[src/rtl/cla_seq_pkg.sv]
// Shared definitions for the multi-word CLA sequencer: word width, FSM states,
// and the lookahead/overflow helper functions.
package cla_seq_pkg;

  localparam int WORD_W = 16;

  typedef enum logic [1:0] {
    ST_IDLE  = 2'd0,
    ST_ISSUE = 2'd1,
    ST_CAPT  = 2'd2,
    ST_DONE  = 2'd3
  } state_e;

  // Signed overflow: operands agree in sign but the sum does not.
  function automatic logic signed_ovf(input logic a_msb, input logic b_msb,
                                      input logic s_msb);
    return (a_msb == b_msb) && (s_msb != a_msb);
  endfunction

  // Carries into bits 0..3 of a 4-bit lookahead block.
  function automatic logic [3:0] cla4_carry(input logic [3:0] g, input logic [3:0] p,
                                            input logic c0);
    logic [3:0] c;
    c[0] = c0;
    c[1] = g[0] | (p[0] & c0);
    c[2] = g[1] | (p[1] & g[0]) | (p[1] & p[0] & c0);
    c[3] = g[2] | (p[2] & g[1]) | (p[2] & p[1] & g[0]) | (p[2] & p[1] & p[0] & c0);
    return c;
  endfunction

  // Block generate of a 4-bit lookahead group.
  function automatic logic grp_gen(input logic [3:0] g, input logic [3:0] p);
    return g[3] | (p[3] & g[2]) | (p[3] & p[2] & g[1]) | (p[3] & p[2] & p[1] & g[0]);
  endfunction

endpackage

[src/rtl/adder16_reg.sv]
// Two-level 16-bit carry-lookahead adder with registered sum/carry-out;
// results appear one edge after an enabled input sample.
module adder16_reg
  import cla_seq_pkg::*;
(
  input  logic              clk,
  input  logic              rst,
  input  logic              i_en,
  input  logic [WORD_W-1:0] i_a,
  input  logic [WORD_W-1:0] i_b,
  input  logic              i_cin,
  output logic [WORD_W-1:0] o_sum,
  output logic              o_cout
);

  logic [WORD_W-1:0] w_g;
  logic [WORD_W-1:0] w_p;
  logic [WORD_W-1:0] w_c;
  logic [3:0]        w_gg;
  logic [3:0]        w_gp;
  logic [3:0]        w_gc;
  logic              w_cout;

  assign w_g = i_a & i_b;
  assign w_p = i_a ^ i_b;

  for (genvar j = 0; j < 4; j++) begin : g_grp
    assign w_gg[j]          = grp_gen(w_g[4*j +: 4], w_p[4*j +: 4]);
    assign w_gp[j]          = &w_p[4*j +: 4];
    assign w_c[4*j +: 4]    = cla4_carry(w_g[4*j +: 4], w_p[4*j +: 4], w_gc[j]);
  end

  // Second lookahead level resolves the carry into each 4-bit group.
  assign w_gc   = cla4_carry(w_gg, w_gp, i_cin);
  assign w_cout = grp_gen(w_gg, w_gp) | ((&w_gp) & i_cin);

  always_ff @(posedge clk or posedge rst) begin
    if (rst) begin
      o_sum  <= '0;
      o_cout <= 1'b0;
    end else if (i_en) begin
      o_sum  <= w_p ^ w_c;
      o_cout <= w_cout;
    end
  end

endmodule

[src/rtl/cla_multiword_seq.sv]
// Multi-precision add/subtract: one registered 16-bit CLA reused per word,
// LSW first, with the inter-word carry held in a flag register.
module cla_multiword_seq
  import cla_seq_pkg::*;
#(
  parameter int WORDS = 4
) (
  input  logic                    clk,
  input  logic                    rst,
  input  logic                    start,
  input  logic                    sub,
  input  logic [WORD_W*WORDS-1:0] op_a,
  input  logic [WORD_W*WORDS-1:0] op_b,
  output logic                    busy,
  output logic                    done,
  output logic [WORD_W*WORDS-1:0] result,
  output logic                    cout,
  output logic                    overflow
);

  localparam int N     = WORD_W * WORDS;
  localparam int IDX_W = (WORDS > 1) ? $clog2(WORDS) : 1;

  state_e            r_state;
  logic [N-1:0]      r_a;
  logic [N-1:0]      r_b;
  logic              r_sub;
  logic [IDX_W-1:0]  r_idx;
  logic              r_carry;
  logic [N-1:0]      r_result;
  logic              r_busy;
  logic              r_done;
  logic              r_cout;
  logic              r_ovf;

  logic [WORD_W-1:0] w_a_word;
  logic [WORD_W-1:0] w_bx_word;
  logic [WORD_W-1:0] w_sum;
  logic              w_cout;
  logic              w_last;

  assign w_a_word  = r_a[r_idx*WORD_W +: WORD_W];
  assign w_bx_word = r_b[r_idx*WORD_W +: WORD_W] ^ {WORD_W{r_sub}};
  assign w_last    = (r_idx == IDX_W'(WORDS - 1));

  adder16_reg u_adder (
    .clk    (clk),
    .rst    (rst),
    .i_en   (r_state == ST_ISSUE),
    .i_a    (w_a_word),
    .i_b    (w_bx_word),
    .i_cin  (r_carry),
    .o_sum  (w_sum),
    .o_cout (w_cout)
  );

  // NOTE: every register here is assigned with <= so all updates in a cycle
  // see the same pre-edge values, regardless of statement order.
  always_ff @(posedge clk or posedge rst) begin
    if (rst) begin
      r_state  <= ST_IDLE;
      r_a      <= '0;
      r_b      <= '0;
      r_sub    <= 1'b0;
      r_idx    <= '0;
      r_carry  <= 1'b0;
      r_result <= '0;
      r_busy   <= 1'b0;
      r_done   <= 1'b0;
      r_cout   <= 1'b0;
      r_ovf    <= 1'b0;
    end else begin
      r_done <= 1'b0;
      case (r_state)
        ST_IDLE, ST_DONE: begin
          if (start) begin
            r_a     <= op_a;
            r_b     <= op_b;
            r_sub   <= sub;
            r_idx   <= '0;
            r_carry <= sub;
            r_busy  <= 1'b1;
            r_state <= ST_ISSUE;
          end else begin
            r_state <= ST_IDLE;
          end
        end
        ST_ISSUE: r_state <= ST_CAPT;
        ST_CAPT: begin
          r_result[r_idx*WORD_W +: WORD_W] <= w_sum;
          r_carry <= w_cout;
          if (w_last) begin
            // Adder inputs still select the top word, so its MSBs are live.
            r_cout  <= w_cout;
            r_ovf   <= signed_ovf(w_a_word[WORD_W-1], w_bx_word[WORD_W-1],
                                  w_sum[WORD_W-1]);
            r_busy  <= 1'b0;
            r_done  <= 1'b1;
            r_state <= ST_DONE;
          end else begin
            r_idx   <= r_idx + 1'b1;
            r_state <= ST_ISSUE;
          end
        end
        default: r_state <= ST_IDLE;
      endcase
    end
  end

  assign busy     = r_busy;
  assign done     = r_done;
  assign result   = r_result;
  assign cout     = r_cout;
  assign overflow = r_ovf;

endmodule

[config.mk]
export PLATFORM = sky130hd
export DESIGN_NAME = cla_multiword_seq
export DESIGN_NICKNAME = d
export VERILOG_FILES = /design/src/rtl/cla_seq_pkg.sv /design/src/rtl/adder16_reg.sv /design/src/rtl/cla_multiword_seq.sv
export SDC_FILE = /design/constraint.sdc
export NUM_CORES = 1
export LEC_CHECK = 0
export CAP_MARGIN = 20
export CORE_MARGIN = 2
export CORE_UTILIZATION = 45
export CTS_CLUSTER_SIZE = 20
export DETAILED_ROUTE_END_ITERATION = 6
export PLACE_DENSITY = 0.78
export SLEW_MARGIN = 20
export SYNTH_ARGS = -nofsm -noshare
export SYNTH_HDL_FRONTEND = slang
export SYNTH_SLANG_ARGS = --single-unit
[constraint.sdc]
create_clock -name clk -period 9.7 [get_ports clk]
set_input_delay 1.94 -clock clk [delete_from_list [all_inputs] [get_ports clk]]
set_output_delay 1.94 -clock clk [all_outputs]
set_load 0.01 [all_outputs]
==> run_results.csv <==
group,metric,value,unit
routing,num_vias,6168,
routing,ant_nets,0,
grt,grt_pass1_vias,6390,
timing,setup_viol,0,
synthesis,synth_largest_area_cell,"dfrtp_1",
power,switchingPower,0.00161,W
min_path,holdPathEnd,"overflow",
cells_and_area,diodes,0,
critical_path,max_stage_delay,620,ps
die,start_util,0.460,
cells_and_area,drive_above_1_share,0.260,
power,seqPwrFrac,0.335,
die,std_cell_rows,53,
synthesis,seq_area_frac_synth,0.565,
clocking,cts_tree,"yes",
critical_path,cp-start-kind,"flop",
cells_and_area,stdcell_area,12700,sq um
routing,drt_iter0_markers,279,
grt,antenna_found_initial,0,
synthesis,synthArstFlopShare,1.00,
critical_path,arrival,4400,ps
grt,busiest_layer,"met2",
status,status,"complete, no violations",
cells_and_area,final_cell_mix,"dfrtp_1 (217), clkdlybuf4s50_1 (199), mux2_2 (136)",
clocking,clkLatencyLatePin,490,ps
synthesis,syn_inst,649,
clocking,path_clk_slew,60,ps
critical_path,cp-end-kind,"flop",
critical_path,cp_max_fo,28,
grt,grt_pass1_wl,34.5,mm
power,clkPwrFrac,0.185,
placement,place_congestion,0.836,
grt,grtUsageTotal,0.197,
grt,overflow,0,
synthesis,synth_flop_cell,"dfrtp_1",
power,power.density,357,nW/um^2
routing,vias_per_cell,5.46,
synthesis,synth_nets,808,
job,drv_cap,0,
placement,portBuffers,199,
power,combPwrFrac,0.480,
cells_and_area,syn2layout_area_growth,31.0,%
timing,fin_crit,4020,ps
synthesis,yosys.area.top_type_share,0.565,
critical_path,r2r-start,"r_idx[0]",
critical_path,worstRegToRegCells,11,
timing,fmax,249,MHz
power,intPower,0.00293,W
clocking,cts_buffers,23,
clocking,cts.path.max_buffers,3,
die,ioPinCount,200,
timing,hold_violations,0,
clocking,cts_resized,0,
synthesis,synthTopCellsByArea,"dfrtp_1 (56%), mux2_2 (16%), mux4_2 (7.4%), a22o_1 (5.8%), ha_1 (3.0%)",
synthesis,synth_edf_count,0,
power,ir_drop,0.000238,V
min_path,whs_path_depth,2,
die,core,21100,sq um
critical_path,crit_type,"reg2reg",
critical_path,slowest_stage,"mux4_2",
placement,dp_hpwl,15.6,mm
grt,met1_usage,0.288,
power,leakagePower,5.35,nW
min_path,min-delay-start,"overflow",
synthesis,ys_types,49,
die,die_y,151,um
timing,period_share,0.415,
critical_path,rr_endpoint,"u_adder.o_sum[13]",
timing,slew_headroom,0.295,
clocking,cts.sinks,219,
clocking,post_cts_buffers,0,
critical_path,cp_cell_sequence,"buf_4 > mux4_2 > xor2_1 > ha_1 > a211oi_2 > o21ai_1 > nand4_1 > o21a_1 > fa_1 > xnor2_1 > mux2_2",
timing,tns,0,ps
timing,grt_setup_unrepaired,"no",
critical_path,ff2ff_setup_slack,5680,ps
critical_path,cp_top_family,"multiplexers",
synthesis,syn_area,9700,sq um
die,die_x,151,um
critical_path,cp.required,10080,ps
timing,finClkSkew,6.82,ps
grt,grt_max_degree,149,
grt,grt_use_met3,0.0313,
grt,grt_use_met2,0.317,
timing,worst_slew_pin_slew,1060,ps
clocking,htreeDepth,1,
synthesis,ys_ff_latch,219,
power,switching_share,0.354,
cells_and_area,final_common_cell,"dfrtp_1",
critical_path,path_buf_inv,1,
placement,placed_area,12000,sq um
clocking,cts_root_buf,"clkbuf_16",
routing,drc_errors,0,
die,die-area,22800,sq um
timing,slew_viol_final,0,
synthesis,ys_warn_count,0,
routing,routed_wirelength,21.9,mm
routing,wl_per_cell,19.4,um
cells_and_area,layout.nets,1002,
clocking,cts_hold_buf,0,
min_path,worstHoldPathType,"reg2reg",
routing,dr.pass1.iters,4,
synthesis,synth_area_per_cell,15.0,sq um
==> layer usage <==
layer	up-vias	routed length, um
li1	2808	-
met1	3130	9840
met2	205	10400
met3	25	1320
met4	0	292
met5	-	0
==> per-stage QoR <==
step	instances	setup slack, ps	utilization	power [W]	hold WS, ps
floorplan	649	1770	-	0.00315	474
global placement	1092	5280	0.567	0.00364	467
detailed placement	1092	5270	0.567	0.00370	482
CTS	1129	5580	0.601	0.00457	496
global route	1130	5380	0.603	0.00487	513
finish	1130	5680	0.603	0.00454	490
==> cells in the mapped netlist, drive strengths merged, types with 2 or more instances <==
library cell	instances
dfrtp	219
a21oi	11
xor2	16
a22o	64
o21ai	9
nand2b	4
nor4b	3
nand4	3
a21o	3
mux4	32
a21boi	2
o31ai	2
or2	2
xnor2	9
clkbuf	17
o211ai	3
buf	19
nor4	2
a211oi	3
nor2	14
a31oi	3
ha	23
nand2	19
inv	13
mux2	137
fa	4
==> flip-flops by register name, indices dropped and copies added, names as in the netlist <==
register        flops
r_a                64
cout                1
r_sub               1
r_idx               2
result             64
r_carry             1
done                1
r_b                64
u_adder.o_cout      1
busy                1
u_adder.o_sum      16
overflow            1
r_state             2
==> tightest hold or removal path, delay by kind of cell (launching register included) <==
kind	cells	cell delay (ps)
AOI/OAI and AO/OA	1	60
and+or+nand+nor	1	50
DFF	1	350
==> power by group through the flow <==
stage               Clock, W  Sequential (W)  Combinational [W]
finish              0.000839         0.00152            0.00218
global route        0.000894         0.00156            0.00242
CTS                 0.000857         0.00152            0.00220
detailed placement         0         0.00153            0.00217
global placement           0         0.00151            0.00213
floorplan                  0         0.00144            0.00171
==> cells by family (layout without fill, tap and decap cells) <==
group / Yosys count / after routing / share of synthesized area
AOI/OAI and AO/OA: 109 / 109 / 0.0912
buffers and inverters: 49 / 255 / 0.0214
adders and majority gates: 27 / 27 / 0.0379
DFF: 219 / 219 / 0.565
xor gates and xnor gates: 25 / 25 / 0.0226
and+or+nand+nor: 50 / 50 / 0.0275
muxes: 170 / 170 / 0.235
==> worst max-delay path by stage <==
stage / start / endpoint / slack [ps] / cells past startpoint
after CTS: r_idx[0] / u_adder.o_sum[13] / 5580 / 11
after global routing: r_idx[0] / u_adder.o_sum[13] / 5380 / 11
final: r_idx[0] / u_adder.o_sum[13] / 5680 / 11
after global placement: start / r_b[22] / 5280 / 4
after detailed placement: start / r_b[21] / 5270 / 4
after floorplan: rst / busy / 1770 / 1
==> layout make-up <==
| cell class | instances | area [sq um] |
|---|---|---|
| clock inverter | 4 | 47.5 |
| fill | 1636 | 8380 |
| sequential | 219 | 5480 |
| multi-input combinational | 381 | 4050 |
| clock buffer | 33 | 673 |
| tap | 275 | 344 |
| timing repair buffer | 205 | 2060 |
| inverter | 13 | 56.3 |
No activity file was read; power rests on OpenSTA's default activity.
